`config.mk`:
```
export PLATFORM = sky130hd
export DESIGN_NAME = cache_mem_adapter
export DESIGN_NICKNAME = d
export VERILOG_FILES = /design/src/rtl/cache_pkg.sv /design/src/rtl/cache_mem_adapter.sv
export SDC_FILE = /design/constraint.sdc
export NUM_CORES = 1
export LEC_CHECK = 0
export BUFFER_PORTS_ARGS = -buffer_cell sky130_fd_sc_hd__buf_4
export CAP_MARGIN = 10
export CORE_AREA = 2 2 250 252
export CTS_CLUSTER_DIAMETER = 40
export CTS_CLUSTER_SIZE = 16
export DETAILED_ROUTE_END_ITERATION = 6
export DIE_AREA = 0 0 252 254
export PLACE_DENSITY = 0.57
export SLEW_MARGIN = 20
export SYNTH_ARGS = -nofsm -noshare
export SYNTH_HDL_FRONTEND = slang
export SYNTH_SLANG_ARGS = --single-unit
```
`constraint.sdc`:
```
create_clock -name clk -period 3.4 [get_ports clk]
set_clock_uncertainty 0.1 [all_clocks]
set_input_delay 0.34 -clock clk [delete_from_list [all_inputs] [get_ports clk]]
set_output_delay 0.34 -clock clk [all_outputs]
set_load 0.01 [all_outputs]
```
`src/rtl/cache_pkg.sv`:
```
// cache_pkg: line geometry and the memory-adapter state type shared by the
// OTTER cache controller and the cache_mem_adapter.
//   s_offset : byte-offset bits per line (line = 2**s_offset bytes)
//   s_line   : line width in bits
//   s_beats  : 32-bit word beats per line
//   BEAT_W   : width of a beat index
package cache_pkg;

  localparam int unsigned s_offset = 5;
  localparam int unsigned s_line   = 8 * (2 ** s_offset);
  localparam int unsigned s_beats  = 2 ** (s_offset - 2);
  localparam int unsigned BEAT_W   = s_offset - 2;

  typedef enum logic [1:0] {
    IDLE  = 2'd0,
    WRITE = 2'd1,
    READ  = 2'd2,
    RESP  = 2'd3
  } mem_state_t;

endpackage

```
`src/rtl/cache_mem_adapter.sv`:
```
// cache_mem_adapter: serializes whole-line fills and writebacks from the
// cache into 32-bit word beats on the main-memory word port, and gathers
// fill beats into a registered line buffer returned to the cache.
// Ports:
//   clk, rst                 clock, synchronous active-high reset
//   cache_read, cache_write  line requests, held until cache_resp
//   cache_addr               line address (offset bits ignored)
//   cache_wdata              writeback line, word k = bits [32k+31:32k]
//   cache_rdata              registered fill line buffer
//   cache_resp               one-cycle completion pulse
//   mem_addr, mem_wdata      current beat word address / write word
//   mem_rd, mem_we           word request, held until mem_ack
//   mem_rdata, mem_ack       memory read word / beat complete
module cache_mem_adapter
  import cache_pkg::*;
(
  input  logic              clk,
  input  logic              rst,
  input  logic              cache_read,
  input  logic              cache_write,
  input  logic [31:0]       cache_addr,
  input  logic [s_line-1:0] cache_wdata,
  output logic [s_line-1:0] cache_rdata,
  output logic              cache_resp,
  output logic [31:0]       mem_addr,
  output logic [31:0]       mem_wdata,
  output logic              mem_rd,
  output logic              mem_we,
  input  logic [31:0]       mem_rdata,
  input  logic              mem_ack
);

  mem_state_t              r_state;
  mem_state_t              w_next_state;
  logic [BEAT_W-1:0]       r_beat;
  logic [31-s_offset:0]    r_addr;
  logic [s_line-1:0]       r_wdata;
  logic [s_line-1:0]       r_rdata;

  logic                    w_last_beat;
  logic [BEAT_W+4:0]       w_bit_base;
  logic                    w_unused;

  // Byte-offset bits of the line address carry no information here.
  assign w_unused    = ^cache_addr[s_offset-1:0];

  assign w_last_beat = (r_beat == BEAT_W'(s_beats - 1));
  assign w_bit_base  = {r_beat, 5'd0};

  always_comb begin
    w_next_state = r_state;
    unique case (r_state)
      IDLE: begin
        if (cache_write)     w_next_state = WRITE;
        else if (cache_read) w_next_state = READ;
      end
      WRITE: if (mem_ack && w_last_beat) w_next_state = RESP;
      READ:  if (mem_ack && w_last_beat) w_next_state = RESP;
      RESP:  w_next_state = IDLE;
      default: w_next_state = IDLE;
    endcase
  end

  // Memory-side outputs depend only on registered state, never on cache_*.
  always_comb begin
    mem_rd     = 1'b0;
    mem_we     = 1'b0;
    mem_addr   = '0;
    mem_wdata  = '0;
    cache_resp = 1'b0;
    unique case (r_state)
      WRITE: begin
        mem_we    = 1'b1;
        mem_addr  = {r_addr, r_beat, 2'b00};
        mem_wdata = r_wdata[w_bit_base +: 32];
      end
      READ: begin
        mem_rd   = 1'b1;
        mem_addr = {r_addr, r_beat, 2'b00};
      end
      RESP:    cache_resp = 1'b1;
      default: ;
    endcase
  end

  assign cache_rdata = r_rdata;

  always_ff @(posedge clk) begin
    if (rst) begin
      r_state <= IDLE;
      r_beat  <= '0;
      r_addr  <= '0;
      r_wdata <= '0;
      r_rdata <= '0;
    end else begin
      r_state <= w_next_state;
      unique case (r_state)
        IDLE: begin
          if (cache_write) begin
            r_addr  <= cache_addr[31:s_offset];
            r_wdata <= cache_wdata;
            r_beat  <= '0;
          end else if (cache_read) begin
            r_addr  <= cache_addr[31:s_offset];
            r_beat  <= '0;
          end
        end
        WRITE: begin
          if (mem_ack) r_beat <= w_last_beat ? '0 : r_beat + BEAT_W'(1);
        end
        READ: begin
          if (mem_ack) begin
            r_rdata[w_bit_base +: 32] <= mem_rdata;
            r_beat <= w_last_beat ? '0 : r_beat + BEAT_W'(1);
          end
        end
        default: ;
      endcase
    end
  end

endmodule

```
==> results.txt <==
----------------------------------------------------
[Run status]
  Outcome ... finished clean

[Timing]
  Post-route minimum period ... 3.18 ns
  Number of max-slew violations in the final report ... 0
  Tightest slew margin relative to the limit ... 15.4%
  Endpoints failing hold ... 0
  Worst Max-Slew Pin Slew ... 1.27 ns
  Fmax ... 0.314 GHz
  RSZ-0062 raised after global routing ... false
  Hold Worst Slack ... 0.109 ns
  Total negative setup slack ... 0 ns
  Number of setup violations in the final report ... 0
  Portion of the clock cycle consumed by the worst path in the final layout ... 93.6%

[Route]
  Highest routing layer actually used ... met5
  First-iteration detailed-routing DRC count ... 1282
  1st-pass router iterations ... 5
  Post-route antenna net violation count ... 0
  Post-detailed-routing wire length ... 89400 um
  Via count of the routed design ... 21800
  DRC violations left ... 0
  Routed wl met2 ... 45100 um
  Met1 wire length ... 35300 um
  Vias per Instance ... 5.04
  Met3 Wirelength ... between 6000 and 7000 um
  Wire per inst ... 20.7 um

[GRT]
  Total GRT Usage ... 27.0%
  Total congestion overflow ... 0
  Number of antenna violations at the first check in global routing ... 17
  Maximum number of pins on one net before global-route repair ... 209
  Via count of the first global-routing pass ... about 22000
  Wire length of the first global-routing pass ... ~130000 um

[Worst setup path]
  Worst Setup Path Type ... reg2out
  Chain of cells forming the critical path ... buf_12, buf_12, mux4_2, nand2_1, a21boi_0, buf_4
  Family of cells with the greatest summed delay on the critical path ... buffers and inverters
  Crit path arrival time ... around 2.7 ns
  Sort of element at the end of the critical path ... output port
  Worst setup path startpoint ... r_beat[0]$_SDFFE_PP0P_
  Startpoint kind of the worst setup timing path ... flop
  Longest individual stage delay on the worst path ... 0.52 ns
  Critical path's slowest cell ... sky130_fd_sc_hd__mux4_2
  Buffer and inverter count on the worst path ... 3
  Cell occurring most often along the worst timing path ... sky130_fd_sc_hd__buf_12
  Crit-path max FO ... 35
  Data required time of the critical path ... 2.96 ns
  Crit Reg-Reg Startpoint ... r_beat[0]$_SDFFE_PP0P_

[Floorplan]
  I/O pin total ... roughly 650
  Starting utilization of the core area ... 37.6%
  Height of the die ... 254 um
  Placeable core region ... 61300 um2
  Floorplan row count ... 91
  Full die area ... 64000 um2
  Die outline width ... 252 um

[Placed design]
  Post-place instance area ... 28300 um2
  Detailed-placement wirelength estimate ... 61700 um
  Buffers added on ports ... 640
  RePlAce Congestion ... 0.858

[Power]
  P per Cell Area ... between 600 and 700 nW/um2
  Switching part of the total power ... 32.0%
  Static power due to leakage ... 14.2 nW
  Seq pwr share ... 33.7%
  Fraction of power consumed by combinational cells ... 24.0%
  Int Pwr ... 15.1 mW
  Switching pwr ... between 7 and 8 mW
  Clock power frac ... 42.3%
  Max VDD drop ... 0.000494 V

[Synth]
  Number of flops mapped to enable cells by yosys ... 0
  Number of unique standard cell types used by synthesis ... 38
  Most used standard cells in the synthesized netlist ... sky130_fd_sc_hd__nand2_1 (760), sky130_fd_sc_hd__dfxtp_1 (544), sky130_fd_sc_hd__a21oi_1 (320)
  Summed instance area of the synthesized netlist ... 23100 um2
  Synthesis-stage register bit count ... 544
  Cell count after synthesis ... 2569
  Biggest area contributors in the synthesized netlist ... sky130_fd_sc_hd__dfxtp_1 (47%), sky130_fd_sc_hd__nand2_1 (12%), sky130_fd_sc_hd__mux2i_1 (9.8%), sky130_fd_sc_hd__a21oi_1 (6.9%), sky130_fd_sc_hd__mux4_2 (6.3%)
  Main synth FF type ... sky130_fd_sc_hd__dfxtp_1
  Cell with the most instances after synthesis ... sky130_fd_sc_hd__nand2_1
  Share of synthesized flip-flops with an asynchronous set or reset ... 0%
  Yosys warnings ... 0
  Cell type with the highest aggregate area in the netlist ... sky130_fd_sc_hd__dfxtp_1
  Mean post-synth cell area ... 8.98 um2
  Portion of the post-synthesis area used by sequential elements ... about 47%
  Fraction of post-synthesis cell area in the top cell type by area ... between 40% and 50%

[Cells and area]
  Final design area excluding fillers ... between 30000 and 40000 um2
  Number of nets in the layout ... 3780
  Share of layout cells above drive strength 1 ... between 20% and 30%
  Area Overhead vs Synth ... 50.5%
  Final core occ ... 56.6%

[Clock network]
  CTS tree ... done
  Total clock buffers created by CTS ... 90
  Count of instances resized after the clock tree is built ... 0
  Source-to-sink clock delay at the later pin of the worst-skew pair ... 0.62 ns
  Clock Tree Buf Depth ... 3
  Htree depth ... 3
  Cell chosen for the clock root ... sky130_fd_sc_hd__clkbuf_16
  Clock transition at path regs ... 0.06 ns
  CTS sink cnt ... 544

[Job]
  Max_cap viols ... 0

[Hold path]
  Worst min-delay path category ... in2reg
  Launch instance of the worst min-delay path ... cache_read

----------------------------------------------------
[cells by family (layout without fill, tap and decap cells)]
group	Yosys count	after routing	share of synthesized area, %
AOI/OAI and AO/OA	395	395	9.41
adders and majority gates	12	12	0.651
buffers and inverters	221	1169	4.73
DFF	544	544	47.2
muxes	289	289	16.0
other	1	15	0.0163
and+or+nand+nor	1107	1107	21.9
[power groups by stage]
stage,registers [mW],clock network (mW),logic (mW)
floorplan,7.45,0,3.33
finish,7.46,9.39,5.32
global placement,7.54,0,4.98
global route,7.54,9.82,5.79
detailed placement,7.59,0,5.03
CTS,7.46,9.52,5.36
[cell usage in the layout (no fill, tap or decap), drive strengths merged, types with 13 or more instances in the layout]
| cell | count |
|---|---|
| nor2b | 33 |
| nand2 | 760 |
| a21boi | 33 |
| nand2b | 227 |
| o31ai | 33 |
| and2 | 31 |
| nand4 | 33 |
| clkinv | 26 |
| inv | 24 |
| clkbuf | 103 |
| dfxtp | 544 |
| mux4 | 64 |
| a21oi | 320 |
| diode | 13 |
| buf | 680 |
| dlygate4sd3 | 317 |
| mux2i | 225 |
[path summary, 6_finish.rpt]
check | depth (start not counted) | to | slack, ns
hold / removal | 4 | r_state[0]$_SDFFE_PP0P_ | 0.11
setup reg to reg | 6 | cache_rdata[2]$_SDFFE_PP0P_ | 0.78
hold reg to reg | 2 | r_addr[17]$_SDFFE_PP0P_ | 0.35
setup / recovery | 6 | mem_wdata[15] | 0.22
[per-stage QoR]
stage	total power [mW]	instances	setup WS, ns
4_1_cts	22.3	4308	0.139
3_3_place_gp	12.5	3824	0.816
6_report	22.2	4321	0.218
5_1_grt	23.2	4316	0.0565
2_1_floorplan	10.8	2570	0.787
3_5_place_dp	12.6	3824	0.764
[state kept, by name, summed over array words and instances, names as in the netlist]
| register | flops |
|---|---|
| r_beat | 3 |
| r_state | 2 |
| cache_rdata | 256 |
| r_addr | 27 |
| r_wdata | 256 |
[routing by layer]
metal,up-vias,track usage (%)
li1,10400,-
met5,-,0
met4,14,9.81
met1,10500,31.0
met2,714,48.0
met3,162,7.21
[worst min-delay path: cells and delay by family]
kind            cells  cell delay (ns)
simple gates        2             0.23
compound gates      1             0.09
buf+inv             1             0.11
[cell type report]
type | instances | area [um2]
diodes | 13 | 32.5
clock buffers | 103 | 2370
clock inverters | 64 | 761
fillers | 5399 | 26600
inverters | 5 | 18.8
multi-input cells | 1805 | 11200
flip-flops and latches | 544 | 10900
well taps | 790 | 988
repair buffers | 997 | 8460
[repair_timing]
action,in CTS,in global routing
endpoints found under the hold margin,349,0
buffers inserted,0,0
hold buffers,317,0
(Power assumes the default switching activity.)
